<file path="config.mk">
export PLATFORM = sky130hd
export DESIGN_NAME = mem_arbiter
export DESIGN_NICKNAME = d
export VERILOG_FILES = /design/src/rtl/mem_arbiter.sv
export SDC_FILE = /design/constraint.sdc
export NUM_CORES = 1
export LEC_CHECK = 0
export BUFFER_PORTS_ARGS = -buffer_cell sky130_fd_sc_hd__clkbuf_2
export CORE_ASPECT_RATIO = 1.2
export CORE_MARGIN = 4
export CORE_UTILIZATION = 24
export CTS_CLUSTER_SIZE = 30
export DETAILED_ROUTE_END_ITERATION = 16
export MAX_ROUTING_LAYER = met4
export SLEW_MARGIN = 20
export SYNTH_ARGS = -nofsm -noshare
export SYNTH_HDL_FRONTEND = slang
export SYNTH_SLANG_ARGS = --single-unit
</file>
<file path="constraint.sdc">
create_clock -name clk -period 5.3 [get_ports clk]
set_input_delay 0.265 -clock clk [delete_from_list [all_inputs] [get_ports clk]]
set_output_delay 0.265 -clock clk [all_outputs]
set_load 0.03 [all_outputs]
</file>
<file path="src/rtl/mem_arbiter.sv">
// rtl/mem_arbiter.sv - two-port instruction/data arbiter onto one single-port word memory
module mem_arbiter #(
    parameter int ADDR_W  = 10,
    parameter int LATENCY = 0
) (
    input  logic              clk,
    input  logic              reset,
    input  logic              i_req,
    input  logic [31:0]       i_addr,
    output logic [31:0]       i_rdata,
    output logic              i_ack,
    input  logic              d_req,
    input  logic              d_we,
    input  logic [31:0]       d_addr,
    input  logic [31:0]       d_wdata,
    output logic [31:0]       d_rdata,
    output logic              d_ack,
    output logic              m_en,
    output logic              m_we,
    output logic [ADDR_W-1:0] m_addr,
    output logic [31:0]       m_wdata,
    input  logic [31:0]       m_rdata,
    output logic              busy
);

    typedef enum logic [2:0] {
        S_IDLE,
        S_WAIT,
        S_ISSUE,
        S_CAPTURE,
        S_ACK
    } state_t;

    // Wait counter reload value; unused when LATENCY is 0 because WAIT is skipped.
    localparam logic [3:0] LAT_M1 = 4'((LATENCY > 0) ? (LATENCY - 1) : 0);

    // Port identifiers: 0 = instruction, 1 = data.
    localparam logic PORT_I = 1'b0;
    localparam logic PORT_D = 1'b1;

    state_t            state;
    state_t            state_nx;
    logic [3:0]        cnt;
    logic              port_q;
    logic              last_q;
    logic              we_q;
    logic [ADDR_W-1:0] addr_q;
    logic [31:0]       wdata_q;
    logic [ADDR_W-1:0] m_addr_q;
    logic [31:0]       m_wdata_q;
    logic [31:0]       i_rdata_q;
    logic [31:0]       d_rdata_q;

    logic              grant_any;
    logic              grant_d;
    logic [ADDR_W-1:0] grant_addr;
    logic [ADDR_W-1:0] issue_addr;
    logic [31:0]       issue_wdata;

    // Upper address bits beyond the memory width are intentionally ignored.
    logic unused_addr_bits;
    assign unused_addr_bits = ^{i_addr, d_addr};

    // Grant decision: single requester wins; on contention the port not served last wins.
    always_comb begin
        grant_any  = i_req | d_req;
        grant_d    = d_req & (~i_req | (last_q == PORT_I));
        grant_addr = grant_d ? d_addr[ADDR_W-1:0] : i_addr[ADDR_W-1:0];
        // With LATENCY 0 the grant edge is also the edge entering ISSUE, so take the live values.
        issue_addr  = (state == S_IDLE) ? grant_addr : addr_q;
        issue_wdata = (state == S_IDLE) ? d_wdata    : wdata_q;
    end

    // State register.
    always_ff @(posedge clk or negedge reset) begin
        if (!reset) begin
            state <= S_IDLE;
        end else begin
            state <= state_nx;
        end
    end

    // Next-state logic.
    always_comb begin
        state_nx = state;
        case (state)
            S_IDLE:    if (grant_any) state_nx = (LATENCY > 0) ? S_WAIT : S_ISSUE;
            S_WAIT:    if (cnt == 4'd0) state_nx = S_ISSUE;
            S_ISSUE:   state_nx = S_CAPTURE;
            S_CAPTURE: state_nx = S_ACK;
            S_ACK:     state_nx = S_IDLE;
            default:   state_nx = S_IDLE;
        endcase
    end

    // Grant bookkeeping, wait counter, memory request registers and read-data capture.
    always_ff @(posedge clk or negedge reset) begin
        if (!reset) begin
            cnt       <= 4'd0;
            port_q    <= PORT_I;
            last_q    <= PORT_I;
            we_q      <= 1'b0;
            addr_q    <= '0;
            wdata_q   <= 32'd0;
            m_addr_q  <= '0;
            m_wdata_q <= 32'd0;
            i_rdata_q <= 32'd0;
            d_rdata_q <= 32'd0;
        end else begin
            if (state == S_IDLE && grant_any) begin
                port_q  <= grant_d;
                last_q  <= grant_d;
                addr_q  <= grant_addr;
                we_q    <= grant_d & d_we;
                wdata_q <= d_wdata;
                cnt     <= LAT_M1;
            end else if (state == S_WAIT && cnt != 4'd0) begin
                cnt <= cnt - 4'd1;
            end
            if (state_nx == S_ISSUE && state != S_ISSUE) begin
                m_addr_q  <= issue_addr;
                m_wdata_q <= issue_wdata;
            end
            if (state == S_CAPTURE) begin
                if (port_q == PORT_D) begin
                    d_rdata_q <= m_rdata;
                end else begin
                    i_rdata_q <= m_rdata;
                end
            end
        end
    end

    // Output decode from the current state and held registers.
    always_comb begin
        m_en    = (state == S_ISSUE);
        m_we    = (state == S_ISSUE) & we_q;
        m_addr  = m_addr_q;
        m_wdata = m_wdata_q;
        i_ack   = (state == S_ACK) & (port_q == PORT_I);
        d_ack   = (state == S_ACK) & (port_q == PORT_D);
        i_rdata = i_rdata_q;
        d_rdata = d_rdata_q;
        busy    = (state != S_IDLE);
    end

endmodule

</file>
==> reports/metrics.yaml <==
layout:
  nFillCells: 2808
  seq_area_sq_um: 3929
  multi_input_area_sq_um: 2626
  antennaDiodeCount: 0
  finish.utilization_pct: 31.91
  layout.nets: 811
  drive_above_1_share_pct: 55.23
  syn2layout_area_growth_pct: 29.77
  instances_no_fill: 1062
logic_synthesis:
  synth_top_family_by_area: "multiplexers"
  synthCells: 484
  yosys.cell_types.count: 38
  yosysSeqAreaShare_pct: 58.28
  syn_avg_cell_area_sq_um: 13.93
  syn_area_sq_um: 6741
  ys_ff_latch: 157
  ys.warnings.count: 0
  yosys.area_share.adder_pct: 0.1856
  synth_top_area_share_pct: 58.28
  syn-num-nets: 618
  synth-simple-area-share_pct: 4.807
  synth_area_leader_cell: "dfrtp_1"
  synth_edf_count: 0
  synth_compound_area_share_pct: 7.053
  async_reset_ff_share_pct: 100.0
  ys.flop_type: "dfrtp_1"
  synth-xor-area-share_pct: 0
  synth_area_leaders: "dfrtp_1, mux2_2, mux2_1"
  synthMuxAreaShare_pct: 26.73
die:
  start_util_pct: 24.59
  die-area_sq_um: 30850
  num_rows: 66
  design.core.area_sq_um: 27420
  die_w_um: 161.0
  ios: 244
  die_y_um: 191.6
placement:
  dpl.hpwl_um: 11310
  post-place-cells: 1031
  gp_congestion: 0.8069
  portBuffers: 199
worst_setup_path:
  worstPathArrival_ns: 3.13
  crit_type: "register to register"
  start_kind: "register"
  cp-end-kind: "register"
  worstPathMaxFanout: 22
  cp_data_required_time_ns: 5.61
run_status:
  status: "finished clean"
routing:
  wl_um: 16910
  routed-via-count: 4655
  viasPerCell: 4.383
  drt_first_pass_iters: 6
  dr.first_iter.drc_count: 208
  drcViolationCount: 0
  route.antenna.remaining_nets: 0
  wire_per_inst_um: 15.92
clock_network:
  cts_sinks: 157
  h-tree-depth: 4
  cts-root-buf: "clkbuf_16"
  cts_tree: "built"
  cts_buffers: 17
  post_cts_buffers: 0
  clk_path_buf_depth: 2
  clk_latency_ns: 0.43
  cts.clk_slew.worst_paths_ns: 0.07
  hold_buffers: 1
  post_cts_resize_count: 0
sta:
  fin_skew_ns: 0.01105
  finalSetupViolCount: 0
  fmax_mhz: 354.0
  period_share_pct: 53.30
  finalSetupTns_ns: 0
  drv_slew: 0
  rsz0062_at_grt: "no"
  hold_viol: 0
  layout_min_cycle_time_ns: 2.825
  relSlewSlack_pct: 30.69
  worst_pin_slew_ns: 1.040
power:
  power_mw: 6.635
  ir_drop_mv: 0.2624
  power_density_nw_per_um2: 758.4
  leakagePower_nw: 3.904
global_route:
  grt_pass1_vias: 4939
  antenna_found_initial: 0
  grt_max_degree: 62
  grt.total_usage_pct: 11.34
  grt_pass1_wl_um: 26720
  grt_overflow: 0
hold_path:
  worst_hold_path_type: "input port to register"
run:
  maxCapViolCount: 0
==> worst paths after layout <==
check                              startpoint                 endpoint  slack, ns  depth (start not counted)
max                        cnt[0]$_DFFE_PN0P_  m_wdata[23]$_DFFE_PN0P_       2.47                          6
max reg2reg                cnt[0]$_DFFE_PN0P_  m_wdata[23]$_DFFE_PN0P_       2.47                          6
min in group asynchronous               reset   m_wdata[6]$_DFFE_PN0P_       0.40                          2
min                                m_rdata[6]   i_rdata[6]$_DFFE_PN0P_       0.07                          2
max in group asynchronous               reset  d_rdata[15]$_DFFE_PN0P_       3.79                          3
min reg2reg                  we_q$_DFFE_PN0P_         we_q$_DFFE_PN0P_       0.48                          1
==> stage by stage <==
stage	hold WS, ns	instance area (sq um)	worst slack [ns]
finish	0.06677	8748	2.475
global route	0.04515	8748	2.237
CTS	0.04166	8748	2.324
detailed placement	0.2997	8117	2.325
global placement	0.3002	8117	2.373
floorplan	-0.03059	6741	3.320
==> per-layer routing <==
metal  wire (um)  vias up  global-route usage [%]
li1            -     2153                       -
met1        7185     2316                   13.04
met2        8349      153                   18.45
met3         835       33                   2.833
met4         536        0                   5.875
met5           0        -                       -
==> registers in the layout, indices dropped and copies added (netlist names) <==
register / flops
d_rdata: 32
i_rdata: 32
m_wdata: 32
wdata_q: 32
addr_q: 10
m_addr: 10
cnt: 4
state: 3
last_q: 1
we_q: 1
==> critical path, stage by stage (launching register included) <==
cell and delay [ns]:
dfrtp_1 0.38, inv_1 0.07, ha_1 0.17, or3b_2 0.64
o22ai_4 0.72, buf_4 0.35, mux2_2 0.35
==> Yosys cell counts, types with 2 or more instances <==
cell type	number
a21oi_1	14
dfrtp_1	157
inv_1	5
mux2_2	136
clkbuf_1	15
or3b_2	2
nor3b_1	2
nand2_1	24
buf_2	12
mux2_1	24
buf_4	4
and2_1	11
o221ai_1	10
or4_1	2
a221oi_1	10
nor2_1	11
buf_6	3
o21ai_0	4
a31oi_1	10
o31ai_1	10
==> cells in the final DEF (no fill, tap or decap), types with 2 or more instances in the layout <==
| cell | n |
|---|---|
| mux2_1 | 24 |
| clkinvlp_4 | 6 |
| o31ai_1 | 10 |
| nor2_1 | 11 |
| clkbuf_2 | 198 |
| clkbuf_8 | 2 |
| a221oi_1 | 10 |
| mux2_2 | 136 |
| a21oi_1 | 14 |
| nand2_1 | 24 |
| or4_1 | 2 |
| clkbuf_16 | 17 |
| dfrtp_1 | 157 |
| and2_1 | 11 |
| o21ai_0 | 4 |
| inv_1 | 5 |
| buf_4 | 7 |
| bufinv_16 | 4 |
| nor3b_1 | 2 |
| or3b_2 | 2 |
| o221ai_1 | 10 |
| a31oi_1 | 10 |
==> layout make-up <==
cell class              count  share of cell area [%]
repair buffers            208                   12.40
multi-input cells         288                   30.02
inverters                   5                  0.2145
flip-flops and latches    157                   44.91
well taps                 374                   5.349
clock inverters            10                   1.888
clock buffers              20                   5.220
==> logic make-up (layout without fill, tap and decap cells) <==
logic type / after synthesis / after routing
compound gates: 65 / 65
fa+ha+maj: 1 / 1
flops: 157 / 157
mux: 160 / 160
buf+inv: 39 / 243
simple gates: 62 / 62
==> power breakdown <==
group | switching (mW) | internal [mW] | total (mW)
sequential | 0.322 | 1.83 | 2.16
clock | 0.506 | 0.808 | 1.31
combinational | 1.89 | 1.27 | 3.16
Note: power is estimated with default switching activity, not from simulation.
